===== config.mk =====
export PLATFORM = sky130hd
export DESIGN_NAME = morse_keyer
export DESIGN_NICKNAME = d
export VERILOG_FILES = /design/src/rtl/morse_pkg.sv /design/src/rtl/morse_unit_timer.sv /design/src/rtl/morse_keyer.sv
export SDC_FILE = /design/constraint.sdc
export NUM_CORES = 1
export LEC_CHECK = 0
export ABC_AREA = 1
export BUFFER_PORTS_ARGS = -buffer_cell sky130_fd_sc_hd__buf_4
export CAP_MARGIN = 20
export CORE_ASPECT_RATIO = 0.75
export CORE_MARGIN = 4
export CORE_UTILIZATION = 66
export CTS_BUF_LIST = sky130_fd_sc_hd__clkbuf_16
export CTS_CLUSTER_DIAMETER = 150
export DETAILED_ROUTE_END_ITERATION = 6
export PLACE_DENSITY = 0.86
export REMOVE_ABC_BUFFERS = 1
export SYNTH_ARGS = -nofsm -noshare
export SYNTH_HDL_FRONTEND = slang
export SYNTH_HIERARCHICAL = 1
export SYNTH_SLANG_ARGS = --single-unit

===== constraint.sdc =====
create_clock -name i_clk -period 12.64 [get_ports i_clk]
set_input_delay 0.632 -clock i_clk [delete_from_list [all_inputs] [get_ports i_clk]]
set_output_delay 0.632 -clock i_clk [all_outputs]
set_load 0.05 [all_outputs]

===== src/rtl/morse_pkg.sv =====
// Shared definitions for the Morse keyer and decoder side:
// codeword layout, symbol codes, unit multipliers and FSM states.
package morse_pkg;

   localparam int CW_WIDTH  = 20;
   localparam int SYM_COUNT = 10;

   localparam logic [1:0] SYM_END    = 2'b00;
   localparam logic [1:0] SYM_DOT    = 2'b01;
   localparam logic [1:0] SYM_DASH   = 2'b10;
   localparam logic [1:0] SYM_WSPACE = 2'b11;

   localparam logic [2:0] DOT_U        = 3'd1;
   localparam logic [2:0] DASH_U       = 3'd3;
   localparam logic [2:0] EGAP_U       = 3'd1;
   localparam logic [2:0] LGAP_EXTRA_U = 3'd2;
   localparam logic [2:0] WSPACE_U     = 3'd7;

   typedef enum logic [2:0] {
      IDLE,
      LOAD,
      ON,
      EGAP,
      LGAP,
      WSPACE
   } state_t;

   function automatic state_t sym_state(input logic [1:0] sym);
      state_t st;
      unique case (sym)
         SYM_DOT,
         SYM_DASH:   st = ON;
         SYM_WSPACE: st = WSPACE;
         default:    st = IDLE;
      endcase
      return st;
   endfunction

   function automatic logic [2:0] sym_units(input logic [1:0] sym);
      logic [2:0] n;
      unique case (sym)
         SYM_DOT:    n = DOT_U;
         SYM_DASH:   n = DASH_U;
         SYM_WSPACE: n = WSPACE_U;
         default:    n = 3'd0;
      endcase
      return n;
   endfunction

endpackage


===== src/rtl/morse_unit_timer.sv =====
// Down-counter measuring whole Morse units; done pulses for one
// cycle on the last cycle of the loaded interval.
module morse_unit_timer #(
   parameter int UNIT_CYCLES = 1_200_000
) (
   input  logic       i_clk,
   input  logic       i_rst,
   input  logic       load,
   input  logic [2:0] units,
   output logic       done
);

   localparam int W = $clog2(7 * UNIT_CYCLES + 1);

   logic [W-1:0] count;
   logic         run;

   assign done = run && (count == '0);

   // A load on the done edge restarts cleanly for chained phases
   always_ff @(posedge i_clk or posedge i_rst) begin
      if (i_rst) begin
         count <= '0;
         run   <= 1'b0;
      end else if (load) begin
         count <= W'(int'(units) * UNIT_CYCLES - 1);
         run   <= 1'b1;
      end else if (done) begin
         run   <= 1'b0;
      end else if (run) begin
         count <= count - 1'b1;
      end
   end

endmodule


===== src/rtl/morse_keyer.sv =====
// Fetches packed Morse codewords from the buffer and serializes
// them into an on/off key with standard unit timing.
module morse_keyer
   import morse_pkg::*;
#(
   parameter int UNIT_CYCLES = 1_200_000
) (
   input  logic                i_clk,
   input  logic                i_rst,
   input  logic [CW_WIDTH-1:0] i_r_data,
   input  logic                i_avail,
   input  logic                i_enable,
   output logic                o_r_next,
   output logic                o_key,
   output logic                o_busy
);

   state_t              state;
   state_t              state_nxt;
   logic [CW_WIDTH-1:0] shreg;
   logic [3:0]          sym_cnt;
   logic                fetch;
   logic                advance;
   logic                tmr_load;
   logic [2:0]          tmr_units;
   logic                tmr_done;
   logic [1:0]          top_sym;
   logic [1:0]          next_sym;
   logic                last_sym;

   assign top_sym  = shreg[CW_WIDTH-1 -: 2];
   assign next_sym = shreg[CW_WIDTH-3 -: 2];
   assign last_sym = (sym_cnt == 4'(SYM_COUNT - 1));

   morse_unit_timer #(
      .UNIT_CYCLES(UNIT_CYCLES)
   ) u_timer (
      .i_clk(i_clk),
      .i_rst(i_rst),
      .load (tmr_load),
      .units(tmr_units),
      .done (tmr_done)
   );

   always_ff @(posedge i_clk or posedge i_rst) begin
      if (i_rst) begin
         state <= IDLE;
      end else begin
         state <= state_nxt;
      end
   end

   always_comb begin
      state_nxt = state;
      fetch     = 1'b0;
      advance   = 1'b0;
      tmr_load  = 1'b0;
      tmr_units = DOT_U;
      unique case (state)
         IDLE: begin
            if (i_avail && i_enable) begin
               state_nxt = LOAD;
               fetch     = 1'b1;
            end
         end
         LOAD: begin
            state_nxt = sym_state(top_sym);
            tmr_load  = (top_sym != SYM_END);
            tmr_units = sym_units(top_sym);
         end
         ON: begin
            if (tmr_done) begin
               state_nxt = EGAP;
               tmr_load  = 1'b1;
               tmr_units = EGAP_U;
            end
         end
         EGAP: begin
            if (tmr_done) begin
               advance  = 1'b1;
               tmr_load = 1'b1;
               if (next_sym == SYM_END || last_sym) begin
                  state_nxt = LGAP;
                  tmr_units = LGAP_EXTRA_U;
               end else begin
                  state_nxt = sym_state(next_sym);
                  tmr_units = sym_units(next_sym);
               end
            end
         end
         LGAP,
         WSPACE: begin
            if (tmr_done) begin
               state_nxt = IDLE;
            end
         end
         default: state_nxt = IDLE;
      endcase
   end

   always_comb begin
      o_key    = (state == ON);
      o_r_next = (state == LOAD);
      o_busy   = (state != IDLE);
   end

   always_ff @(posedge i_clk or posedge i_rst) begin
      if (i_rst) begin
         shreg   <= '0;
         sym_cnt <= '0;
      end else if (fetch) begin
         shreg   <= i_r_data;
         sym_cnt <= '0;
      end else if (advance) begin
         shreg   <= {shreg[CW_WIDTH-3:0], SYM_END};
         sym_cnt <= sym_cnt + 1'b1;
      end
   end

endmodule


Word-level counts from Yosys, hierarchy flattened:

Cells that the tools add are included.

* eq/ne operators: 17
* multipliers: 1
* mux-type cells: 27
* $add $sub $neg: 3
* reduce and logical (&&, ||, !) cells: 17

Operators by type and width (number)
* 2-to-1 mux 24 bit: 3
* 2-to-1 mux 20 bit: 2
* zero test 24 bit: 1
* subtractor 24 x 1 -> 24 bit (second input constant): 1
* subtractor 24 x 2 -> 24 bit (second input constant): 1
* 2-to-1 mux 3 bit: 7
* one-hot mux 3 bit (2 select lines): 3
* one-hot mux 3 bit (3 select lines): 2
* multiplier 3 x 14 -> 17 bit (second input constant): 1
* one-hot mux 3 bit (5 select lines): 1
* == test 2 bit (second input constant): 4
* 2-to-1 mux 4 bit: 2
* != test 2 bit (second input constant): 4
* nonzero test 2 bit: 4
* OR reduction 2 bit: 4
* == test 3 x 2 -> 1 bit (second input constant): 2
* == test 3 bit (second input constant): 2
* 2-to-1 mux 1 bit: 6
* adder 4 x 1 -> 4 bit (second input constant): 1
* == test 2 x 1 -> 1 bit (second input constant): 2
* == test 4 bit (second input constant): 1
* AND reduction 4 bit: 1
* == test 3 x 1 -> 1 bit (second input constant): 1
* zero test 3 bit: 1
* other kinds (7): 8

* flip-flop bits (word level): 52
* bits of input ports: 24
* output and inout bits: 3

Longest topological paths before layout:

Gate-level depths: netlist of the first run.

* word-level depth: 8
* mapped depth: 29
* depth with buffers taken out: 28

Hierarchy:

The synthesis of the first run kept the hierarchy.

Modules (own cells, without submodules)
* morse_unit_timer: sequential area each 625.6 um^2, cells each 364, area each 2438.6 um^2, times used 1
* morse_keyer: sequential area each 675.6 um^2, cells each 206, area each 1611.5 um^2, times used 1

Worst setup path before layout of the first run:

Ideal clock, no wire load.

* kind: flip-flop to flip-flop
* from: reg u_timer.count[0]
* to: reg u_timer.count[19]
* data required time: 12.519 ns
* setup slack: 7.709 ns
* library setup time: 0.121 ns
* cell stages (with the launch flop): 27
* arrival time: 4.810 ns
* path through: dfrtp_1 inv_1 ha_1 nand2_1 nor2_4 nand3_1 nor3_2 nand2_1 nor4_1 inv_1 nor2_4 buf_4 o21ai_1 nand2_1 fa_1 ha_1 fa_1 nor2_1 nand3_1 nor2_1 nand3_1 nor2_4 nand3_1 nand2_1 nand3_1 nand2_1 o21ai_1

* cells in the longest elaborated chain, start to end: 7

Ends and longest elaborated chain
* from (decl): line morse_unit_timer.sv:15 `logic [W-1:0] count;`
* from (signal assigned): line morse_unit_timer.sv:26 `count <= W'(int'(units) * UNIT_CYCLES - 1);`
* from (signal assigned): line morse_unit_timer.sv:31 `count <= count - 1'b1;`
* zero test 24 bit: line morse_unit_timer.sv:18 `assign done = run && (count == '0);`
* logical AND 1 bit: line morse_unit_timer.sv:18
* via tmr_done: line morse_keyer.sv:26 `logic tmr_done;`
* 2-to-1 mux 3 bit: line morse_keyer.sv:79 `if (tmr_done) begin`
* one-hot mux 3 bit (2 select lines): line morse_keyer.sv:59 `unique case (state)`
* via tmr_units[1]: line morse_keyer.sv:25 `logic [2:0] tmr_units;`
* multiplier 3 x 14 -> 17 bit: line morse_unit_timer.sv:26
* subtractor 24 x 2 -> 24 bit: line morse_unit_timer.sv:26
* 2-to-1 mux 24 bit: line morse_unit_timer.sv:25 `end else if (load) begin`

The timed path passes the listed nets, and every way through them passes these cells. The select of a mux whose other input is x is not followed.
A chain may end at the register's enable or synchronous reset.

Worst setup path in the final report of the first run:

* from: reg u_timer.count[0]
* to: reg u_timer.count[23]

Same word-level chain as after synthesis.

==> results of run 1 <==
metrics by stage:
stage | utilization (%) | setup slack, ns | hold slack [ns] | instance area [µm²] | instances
final | 75.3 | 7.35 | 0.350 | 4430 | 669
after global routing | 75.3 | 6.90 | 0.372 | 4430 | 669
after CTS | 74.7 | 6.78 | 0.502 | 4400 | 667
after detailed placement | 71.9 | 6.84 | 0.482 | 4230 | 659
after global placement | 71.9 | 7.06 | 0.475 | 4230 | 659
after floorplan | - | 7.62 | 0.466 | 3930 | 554
layer usage:
layer	vias up	wire length, µm	part of all wire (%)
li1	1887	-	-
met1	1768	4450	48
met2	133	4290	46
met3	4	534	5.7
met4	0	28	0.30
met5	-	0	0
Yosys cell counts (2+ instances only):
library cell  number
nor4_1             2
nor3_1             3
o21ai_1           14
a21oi_1           12
nor2_4             8
o21ai_0           21
dfrtp_1           52
nand4_1           12
inv_1             62
buf_4              5
nand3_1           90
nand2_1          158
a31oi_1            2
buf_6              5
xnor2_1            4
xor2_1             9
o211ai_1           4
ha_1              17
nor2_2            10
fa_1               4
nor2_1            44
nand2_4            3
nand3_2            5
buf_2              4
inv_2              5
worst reg2reg max path: stages, from the launching register on:
cell     delay [ns]
dfrtp_1        0.37
inv_1          0.11
ha_1           0.19
nand2_1        0.11
nor2_4         0.16
nand3_1        0.10
nor3_2         0.16
nand2_1        0.10
nor4_1         0.19
buf_2          0.23
inv_1          0.11
nor2_4         0.45
o21ai_1        0.15
nand2_1        0.28
fa_1           0.54
ha_1           0.27
fa_1           0.52
nor2_1         0.14
nand3_1        0.09
nor2_1         0.17
nand3_1        0.14
nor2_4         0.18
nand3_1        0.13
nand2_1        0.07
nand3_1        0.09
a21oi_1        0.15
cells by family (layout without fill, tap and decap cells):
kind of cell	after synthesis	after routing	synth area share, %
simple gates	343	343	40.4
flops	52	52	32.1
buf+inv	83	104	9.21
fa+ha+maj	21	21	7.23
xor+xnor	14	14	3.21
compound gates	57	57	7.79
flip-flops by register name, summed over array words and instances (netlist names):
register	count
shreg	20
state	3
sym_cnt	4
u_timer/count	24
u_timer/run	1
area by class of cell:
class                   count  share of cell area (%)
repair buffers             29                    5.31
clock inverters             3                   0.960
flip-flops and latches     52                    29.4
well taps                  78                    2.20
multi-input cells         435                    53.6
clock buffers               5                    2.82
inverters                  67                    5.68
path summary, 6_finish.rpt:
| check | end | depth (start not counted) |
|---|---|---|
| min reg2reg | shreg[6]$_DFFE_PP0P_ | 2 |
| max | u_timer/count[23]$_DFFE_PP0P_ | 25 |
| max in group asynchronous | u_timer/count[10]$_DFFE_PP0P_ | 2 |
| max reg2reg | u_timer/count[23]$_DFFE_PP0P_ | 25 |
| min | shreg[5]$_DFFE_PP0P_ | 2 |
| min in group i_clk | shreg[6]$_DFFE_PP0P_ | 2 |
report_power, final:
group          leakage [nW]  total [mW]  internal [mW]  switching, mW
combinational          1.65     0.00989        0.00546        0.00443
sequential            0.633       0.166          0.166              0
clock                0.0856       0.154         0.0935         0.0601
==> results.json, run 1 <==
{
  "outcome": "finished, final reports clean",
  "synth_warn": 6,
  "final_count_of_pins_violating_max_slew": 0,
  "timing.clock.skew_ns": 0.00406,
  "total_leakage_power_nw": 2.37,
  "drt_iter0_drc": 364,
  "max_freq_mhz": 189,
  "die_outline_area_mm2": 0.00747,
  "vdd_ir_drop_max_mv": 0.0662,
  "tritoncts": "yes",
  "cap_viol_max_count": 0,
  "cts.hold.buffers_added": 0,
  "grt.overflow.total": 0,
  "synth_top_cell_by_area": "dfrtp_1",
  "setup.reg_to_reg.worst_slack_ns": 7.35,
  "pwr_density_cell_mw_per_mm2": 74.5,
  "synth.ff_latch_count": 52,
  "synthDominantCellAreaShare_pct": 32.1,
  "antenna_found_initial": 0,
  "report.power.total_uw": 330,
  "cts_inserted_buffers": 5,
  "route.detailed.wl_per_inst_um": 13.9,
  "layout_min_cycle_time_ns": 5.29,
  "io_buffer_count": 26,
  "cts_sinks": 52,
  "multi_input_comb_area_mm2": 0.00238,
  "diodes": 0,
  "cts.clk_slew.worst_paths_ns": 0.07,
  "layout.nets": 635,
  "grt_start_max_net_pins": 28,
  "grt_busiest_layer": "met2",
  "slew-limit-headroom_pct": 35.2,
  "met2_usage_pct": 43.6,
  "globalRouteTotalUtil_pct": 26.2,
  "totalWireLength_mm": 9.30,
  "ant_nets": 0,
  "post_cts_buffers": 0,
  "critical_path_buf_inv_count": 3,
  "vias": 3792,
  "num_rows": 24,
  "mostFrequentLayoutCell": "nand2_1",
  "clock_tree.root_cell": "clkbuf_16",
  "critical_path_sink_type": "register",
  "groute.layer.met3.usage_pct": 2.84,
  "layout.filler_cells": 447,
  "synth-edff-count": 0,
  "critical_path.max_fanout": 24,
  "netlist-cell-type-count": 40,
  "floorplan.initialDensity_pct": 68.8,
  "first_pass_grt_wire_length_mm": 16.0,
  "postCtsResizedCells": 0,
  "finalSetupViolations": 0,
  "critical_path.most_common_cell": "nand3_1",
  "hold_viol": 0,
  "cpLargestDelayFamily": "simple AND/OR/NAND/NOR gates",
  "worstSetupPathType": "register to register",
  "post_synth_main_area_contributors": "dfrtp_1 (32%), nand2_1 (15%), nand3_1 (11%), inv_1 (5.7%), ha_1 (5.3%)",
  "drive_gt1_share_pct": 12.7,
  "netlist_area_mm2": 0.00405,
  "dp.final_hpwl_mm": 6.85,
  "io-pin-count": 27,
  "syn_inst": 570,
  "gp_congestion": 0.935,
  "worst_path_largest_cell_delay_ns": 0.54,
  "vias_per_cell": 5.67,
  "drt_pre_antenna_iters": 5,
  "commonest_non_fill_non_tap_cells_in_the_layout": "nand2_1 (158), nand3_1 (90), inv_1 (63)",
  "die_h_um": 75.8,
  "number_of_global_route_vias_before_repair": 3494,
  "seq_area_frac_synth_pct": 32.1,
  "rsz0062_at_grt": "false",
  "timing.final.crit_share_pct": 41.9,
  "crit_arrival_ns": 5.50,
  "finalSetupTns_ns": 0,
  "r2r-start": "u_timer/count[0]$_DFFE_PP0P_",
  "htreeDepth": 2,
  "core-area_mm2": 0.00589,
  "critical-path-slowest-cell": "fa_1",
  "async_reset_ff_share_pct": 100,
  "clock_insertion_delay_worst_skew_ns": 0.29,
  "globalRouteMet1Util_pct": 38.0,
  "die_width_um": 98.5,
  "ys.flop_type": "dfrtp_1",
  "cts.path.max_buffers": 2,
  "avgSynthCellArea_um2": 7.11,
  "area.growth.synth_to_final_pct": 9.36,
  "detail_route.drc_violations": 0,
  "ff_latch_area_mm2": 0.00130,
  "required_time_of_the_critical_path_ns": 12.85,
  "holdCritPathClass": "primary input to asynchronous set/reset pin",
  "start_kind": "register",
  "worst_setup_path_startpoint": "u_timer/count[0]$_DFFE_PP0P_",
  "worst_slew_pin_slew_ns": 0.971
}
Note: power is estimated with default switching activity, not from simulation.
==> run 2, diff against run 1 <==
--- a/config.mk
+++ b/config.mk
@@ -5,16 +5,16 @@
 export SDC_FILE = /design/constraint.sdc
 export NUM_CORES = 1
 export LEC_CHECK = 0
-export ABC_AREA = 1
+export ABC_AREA = 0
 export BUFFER_PORTS_ARGS = -buffer_cell sky130_fd_sc_hd__buf_4
 export CAP_MARGIN = 20
 export CORE_ASPECT_RATIO = 0.75
 export CORE_MARGIN = 4
-export CORE_UTILIZATION = 66
+export CORE_UTILIZATION = 55
 export CTS_BUF_LIST = sky130_fd_sc_hd__clkbuf_16
 export CTS_CLUSTER_DIAMETER = 150
 export DETAILED_ROUTE_END_ITERATION = 6
-export PLACE_DENSITY = 0.86
+export PLACE_DENSITY = 0.77
 export REMOVE_ABC_BUFFERS = 1
 export SYNTH_ARGS = -nofsm -noshare
 export SYNTH_HDL_FRONTEND = slang
==> constraint.sdc (replaced) <==
create_clock -name i_clk -period 4.36 [get_ports i_clk]
set_input_delay 0.218 -clock i_clk [delete_from_list [all_inputs] [get_ports i_clk]]
set_output_delay 0.218 -clock i_clk [all_outputs]
set_load 0.05 [all_outputs]
==> results.json, run 2 <==
{
  "outcome": "complete, but fails checks",
  "failing_checks": "setup timing",
  "internal-power_mw": 1.50,
  "avgSynthCellArea_um2": 9.34,
  "critical-path-slowest-cell": "or4b_4",
  "worst_hold_slack_ns": 0.147,
  "critical_path.cell_chain": "nor4_4 > and3_4 > nand3_4 > nor4_4 > buf_4 > nand2_4 > or4b_4 > a21oi_4 > fa_2 > ha_4 > fa_2 > nor4bb_4 > nand4_1 > a221oi_4 > buf_4 > and4_1 > a211oi_2",
  "power.clock.fraction_pct": 16.7,
  "critical_path_buf_inv_count": 2,
  "detail_route.drc_violations": 0,
  "vias": 3855,
  "vias_per_cell": 6.51,
  "timing.clock.skew_ns": 0.00437,
  "final_critical_path_setup_slack_ns": -0.431,
  "totalWireLength_mm": 11.6,
  "power.share.switching_pct": 40.5,
  "layout.nets": 552,
  "holdCritPathClass": "primary input to register",
  "route.met2.wl_mm": 5.34,
  "core-area_mm2": 0.00683,
  "post_layout_instance_count_excluding_filler_cells": 592,
  "area.growth.synth_to_final_pct": 31.9,
  "floorplan.initialDensity_pct": 56.6,
  "hold_viol": 0,
  "reg_with_most_ffs": "u_timer/count",
  "highest_layer": "met4",
  "timing.final.crit_share_pct": 110,
  "dp_worst_setup_slack_ns": -0.481,
  "drt_pre_antenna_iters": 5,
  "drive_gt1_share_pct": 31.3,
  "wl_met1_mm": 5.07,
  "max_freq_mhz": 209,
  "die_outline_area_mm2": 0.00845,
  "diodes": 0,
  "first_pass_grt_wire_length_mm": 18.0,
  "number_of_global_route_vias_before_repair": 3640,
  "synth_warn": 6,
  "grt.overflow.total": 0,
  "worst_slew_pin_slew_ns": 0.756,
  "io-pin-count": 27,
  "route.detailed.wl_per_inst_um": 19.5,
  "power.combinational.fraction_pct": 49.0,
  "clock_tree.root_cell": "clkbuf_16",
  "commonest_non_fill_non_tap_cells_in_the_layout": "buf_4 (101), dfrtp_1 (52), nand2_1 (30)",
  "synthDominantCellAreaShare_pct": 33.6,
  "critical_path.max_fanout": 4,
  "num_rows": 26,
  "netlist-cell-type-count": 75,
  "syn_inst": 414,
  "cpLargestDelayFamily": "simple AND/OR/NAND/NOR gates",
  "place_area_mm2": 0.00458,
  "globalRouteTotalUtil_pct": 26.5,
  "top_cell_types_by_occurrence_after_synthesis": "dfrtp_1 (52), nand2_1 (31), inv_1 (24), nor2_1 (22), xnor2_1 (21)",
  "slew-limit-headroom_pct": 49.5,
  "synth.ff_latch_count": 52,
  "fin_util_pct": 74.7,
  "pwr_density_cell_mw_per_mm2": 495,
  "gp_congestion": 0.905,
  "total_leakage_power_nw": 2.16,
  "start_kind": "register",
  "drt_iter0_drc": 381,
  "netSwitchingPower_mw": 1.02,
  "worstSetupPathType": "register to register",
  "largest_reg_flops": 24,
  "critical_path_sink_type": "register",
  "multi_input_comb_area_mm2": 0.00258,
  "ys.flop_type": "dfrtp_1",
  "async_reset_ff_share_pct": 100,
  "seq_area_frac_synth_pct": 33.6,
  "rsz0062_at_grt": "true",
  "layout.filler_cells": 472,
  "synth_top_cell_by_area": "dfrtp_1",
  "grt_start_max_net_pins": 28,
  "final_count_of_pins_violating_max_slew": 0,
  "dp.final_hpwl_mm": 7.17,
  "ff_latch_area_mm2": 0.00130,
  "cts.clk_slew.worst_paths_ns": 0.07,
  "dpl.cell_count": 571,
  "cts_sinks": 52,
  "finalSetupViolations": 11,
  "io_buffer_count": 26,
  "synth-edff-count": 0,
  "vdd_ir_drop_max_mv": 0.282,
  "post_synth_main_area_contributors": "dfrtp_1 (34%), ha_1 (5.5%), xnor2_1 (4.8%), a221o_1 (3.4%), mux2i_1 (3.1%)",
  "worst_path_largest_cell_delay_ns": 0.56,
  "tritoncts": "yes",
  "clock_insertion_delay_worst_skew_ns": 0.30,
  "dr_wl_met3_um": 820,
  "report.power.total_mw": 2.52,
  "ant_nets": 0,
  "cap_viol_max_count": 0,
  "finalSetupTns_ns": -3.26,
  "mostFrequentLayoutCell": "buf_4",
  "die_width_um": 105,
  "synthMostInstantiatedCell": "dfrtp_1",
  "layout_min_cycle_time_ns": 4.79,
  "htreeDepth": 2,
  "required_time_of_the_critical_path_ns": 4.51,
  "biggestRegsByFlops": "u_timer/count (24), shreg (20), sym_cnt (4)",
  "antenna_found_initial": 0,
  "netlist_area_mm2": 0.00387,
  "crit_arrival_ns": 4.94,
  "final_non_filler_cell_area_mm2": 0.00510,
  "cts_inserted_buffers": 5,
  "cts.path.max_buffers": 2,
  "pwr-share-seq_pct": 34.4,
  "die_h_um": 80.6
}
## run 2: changes by cell type in the layout (fill, tap and decap cells not counted), moves of 14 or more
cell / before / now
nand2_1: 158 / 30
nand3_1: 90 / 11
buf_4: 27 / 101
inv_1: 63 / 24
nor2_1: 44 / 20
xnor2_1: 4 / 20
and2_1: 0 / 14
## run 2: timing repair
item	4_1_cts	5_1_grt
hold buffers	0	1
buffers inserted	6	4
pin swaps	21	17
resized for setup	26	21
endpoints found under the setup margin	12	13
endpoints found under the hold margin	0	5
## run 2: power groups by stage
stage                     clock network (mW)  logic (mW)  registers, mW
after global routing                   0.452        1.33          0.893
after floorplan                            0       0.635          0.868
final                                  0.421        1.24          0.867
after detailed placement                   0        1.11          0.848
after global placement                     0        1.08          0.835
after CTS                              0.428        1.15          0.849
## run 2: cell families after synthesis
group	Yosys count	share of synthesized area, %
buffers and inverters	46	5.08
muxes	13	3.40
AOI/OAI and AO/OA	102	20.1
DFF	52	33.6
adders and majority gates	21	7.57
and+or+nand+nor	151	23.4
xor gates and xnor gates	29	6.76
## run 2: layer usage
layer | vias up | track usage, %
li1 | 1719 | -
met1 | 1895 | 38.3
met2 | 205 | 40.6
met3 | 36 | 4.42
met4 | 0 | 8.13
met5 | - | 0
## run 2: final timing paths
path                                               from                            end  slack [ns]  cells past startpoint
setup / recovery           u_timer/count[2]$_DFFE_PP0P_  u_timer/count[23]$_DFFE_PP0P_       -0.43                     17
hold / removal                             i_r_data[10]          shreg[10]$_DFFE_PP0P_        0.15                      2
setup reg to reg           u_timer/count[2]$_DFFE_PP0P_  u_timer/count[23]$_DFFE_PP0P_       -0.43                     17
hold reg to reg                    shreg[6]$_DFFE_PP0P_           shreg[6]$_DFFE_PP0P_        0.51                      1
max in group asynchronous                         i_rst           shreg[4]$_DFFE_PP0P_        3.56                      4
min in group asynchronous                         i_rst  u_timer/count[22]$_DFFE_PP0P_        0.38                      3
## run 2: cell type report
cell class | count | share of cell area (%)
Sequential cell | 52 | 25.5
Tap cell | 84 | 2.06
Inverter | 24 | 1.77
Clock buffer | 5 | 2.45
Multi-Input combinational cell | 316 | 50.6
Timing Repair Buffer | 108 | 17.0
Clock inverter | 3 | 0.564
==> run 3, diff against run 2 <==
--- a/config.mk
+++ b/config.mk
@@ -10,11 +10,11 @@
 export CAP_MARGIN = 20
 export CORE_ASPECT_RATIO = 0.75
 export CORE_MARGIN = 4
-export CORE_UTILIZATION = 55
-export CTS_BUF_LIST = sky130_fd_sc_hd__clkbuf_16
+export CORE_UTILIZATION = 57
+export CTS_BUF_LIST = sky130_fd_sc_hd__clkbuf_8
 export CTS_CLUSTER_DIAMETER = 150
 export DETAILED_ROUTE_END_ITERATION = 6
-export PLACE_DENSITY = 0.77
+export PLACE_DENSITY = 0.79
 export REMOVE_ABC_BUFFERS = 1
 export SYNTH_ARGS = -nofsm -noshare
 export SYNTH_HDL_FRONTEND = slang
==> results.json, run 3 (synthesis gave the netlist of run 2 again) <==
{
  "outcome": "complete, but fails checks",
  "failing_checks": "setup timing",
  "dp_worst_setup_slack_ns": -0.690,
  "die_h_um": 79.3,
  "drive_gt1_share_pct": 29.7,
  "critical_path_sink_type": "register",
  "vias_per_cell": 6.48,
  "grt.overflow.total": 0,
  "detail_route.drc_violations": 0,
  "ant_nets": 0,
  "start_kind": "register",
  "max_freq_mhz": 204,
  "dpl.cell_count": 565,
  "holdCritPathClass": "primary input to register",
  "clock_insertion_delay_worst_skew_ns": 0.32,
  "first_pass_grt_wire_length_mm": 18.4,
  "rsz0062_at_grt": "true",
  "worst_slew_pin_slew_ns": 0.843,
  "mostFrequentLayoutCell": "buf_4",
  "floorplan.initialDensity_pct": 60.0,
  "worst_hold_slack_ns": 0.118,
  "cts.clk_slew.worst_paths_ns": 0.11,
  "commonest_non_fill_non_tap_cells_in_the_layout": "buf_4 (101), dfrtp_1 (51), nand2_1 (30)",
  "drt_pre_antenna_iters": 5,
  "cts_sinks": 52,
  "slew-limit-headroom_pct": 43.7,
  "layout.nets": 549,
  "largest_reg_flops": 24,
  "tritoncts": "yes",
  "die_width_um": 103,
  "antenna_found_initial": 0,
  "io_buffer_count": 26,
  "drt_iter0_drc": 320,
  "critical_path.max_fanout": 4,
  "final_count_of_pins_violating_max_slew": 0,
  "pwr-share-seq_pct": 36.1,
  "dp.final_hpwl_mm": 7.66,
  "power.clock.fraction_pct": 12.7,
  "route.detailed.wl_per_inst_um": 19.0,
  "area.growth.synth_to_final_pct": 28.0,
  "grt_start_max_net_pins": 28,
  "final_critical_path_setup_slack_ns": -0.554,
  "cap_viol_max_count": 0,
  "reg_with_most_ffs": "u_timer/count",
  "core-area_mm2": 0.00644,
  "netSwitchingPower_mw": 1.00,
  "critical_path.cell_chain": "nor4_4 > and3_4 > nand3_4 > nor4_4 > nand2_1 > or4b_4 > a21oi_4 > fa_1 > ha_2 > fa_2 > nor4bb_1 > nand4_1 > a221oi_4 > buf_4 > a31oi_1 > a211oi_2",
  "power.combinational.fraction_pct": 51.3,
  "layout.filler_cells": 426,
  "finalSetupViolations": 13,
  "biggestRegsByFlops": "u_timer/count (24), shreg (20), sym_cnt (4)",
  "hold_viol": 0,
  "fin_util_pct": 76.9,
  "htreeDepth": 2,
  "gp_congestion": 0.936,
  "required_time_of_the_critical_path_ns": 4.59,
  "diodes": 0,
  "num_rows": 25,
  "pwr_density_cell_mw_per_mm2": 484,
  "cts.path.max_buffers": 2,
  "vdd_ir_drop_max_mv": 0.280,
  "clock_tree.root_cell": "clkbuf_8",
  "worst_path_largest_cell_delay_ns": 0.57,
  "vias": 3799,
  "report.power.total_mw": 2.40,
  "critical_path.most_common_cell": "nor4_4",
  "timing.clock.skew_ns": 0.00726,
  "crit_arrival_ns": 5.14,
  "power.share.switching_pct": 41.8,
  "io-pin-count": 27,
  "critical-path-slowest-cell": "or4b_4",
  "post_layout_instance_count_excluding_filler_cells": 586,
  "totalWireLength_mm": 11.1,
  "timing.final.crit_share_pct": 113,
  "total_leakage_power_nw": 2.10,
  "internal-power_mw": 1.40,
  "worstSetupPathType": "register to register",
  "cts_inserted_buffers": 5,
  "die_outline_area_mm2": 0.00818,
  "number_of_global_route_vias_before_repair": 3692,
  "globalRouteTotalUtil_pct": 28.5,
  "layout_min_cycle_time_ns": 4.91
}
-- run 3: cell count changes in the layout (fill, tap and decap cells not counted), sizes merged --
cell / change
buf: -3
clkinv: +1
inv: -2
clkinvlp: +1
-- run 3: final timing paths --
| path | startpoint | endpoint | slack [ns] | cells past startpoint |
|---|---|---|---|---|
| setup / recovery | u_timer/count[5]$_DFFE_PP0P_ | u_timer/count[19]$_DFFE_PP0P_ | -0.55 | 16 |
| hold / removal | i_r_data[11] | shreg[11]$_DFFE_PP0P_ | 0.12 | 2 |
| setup reg to reg | u_timer/count[5]$_DFFE_PP0P_ | u_timer/count[19]$_DFFE_PP0P_ | -0.55 | 16 |
| hold reg to reg | shreg[15]$_DFFE_PP0P_ | shreg[17]$_DFFE_PP0P_ | 0.51 | 2 |
| max in group asynchronous | i_rst | u_timer/count[5]$_DFFE_PP0P_ | 3.54 | 4 |
| min in group asynchronous | i_rst | state[1]$_DFFE_PP0P_ | 0.38 | 3 |
-- run 3: per-layer routing --
layer / vias to the layer above / GRT usage, % / routed length [µm]
li1: 1712 / - / -
met1: 1865 / 41.8 / 4860
met2: 198 / 43.3 / 5160
met3: 24 / 5.00 / 926
met4: 0 / 7.63 / 200
met5: - / 0 / 0
-- run 3: per-stage QoR --
| stage | cell area, µm² | setup TNS (ns) |
|---|---|---|
| global route | 4950 | -7.38 |
| detailed placement | 4550 | -6.44 |
| global placement | 4550 | -4.24 |
| finish | 4950 | -5.13 |
| CTS | 4760 | -1.17 |
| floorplan | 3760 | -19.45 |
-- run 3: timing repair --
item,in CTS,in global routing
endpoints found under the setup margin,13,13
gates resized for setup,17,19
pin swaps,11,16
endpoints found under the hold margin,0,8
buffers inserted,5,6
gates cloned,0,0
hold buffers,0,1
-- run 3: worst max-delay path, delay by kind of cell (launching register included) --
family / cells / cell delay (ns)
AOI/OAI and AO/OA: 4 / 0.84
adders and majority gates: 3 / 1.18
buffers and inverters: 1 / 0.19
DFF: 1 / 0.46
and+or+nand+nor: 8 / 2.15
-- run 3: final cells by class --
class / count / area (µm²) / share of cell area, %
multi-input cells: 316 / 2530 / 51.0
clock inverters: 3 / 27.5 / 0.556
well taps: 81 / 101 / 2.05
flip-flops and latches: 52 / 1300 / 26.3
clock buffers: 5 / 68.8 / 1.39
inverters: 24 / 90.1 / 1.82
repair buffers: 105 / 835 / 16.9
-- run 3: power by group through the flow --
stage                     registers (mW)  clock network (mW)  logic [mW]
after floorplan                    0.868                   0       0.635
after global placement             0.834                   0        1.08
after detailed placement           0.851                   0        1.13
after CTS                          0.851               0.312        1.16
after global routing               0.890               0.329        1.34
final                              0.865               0.303        1.23
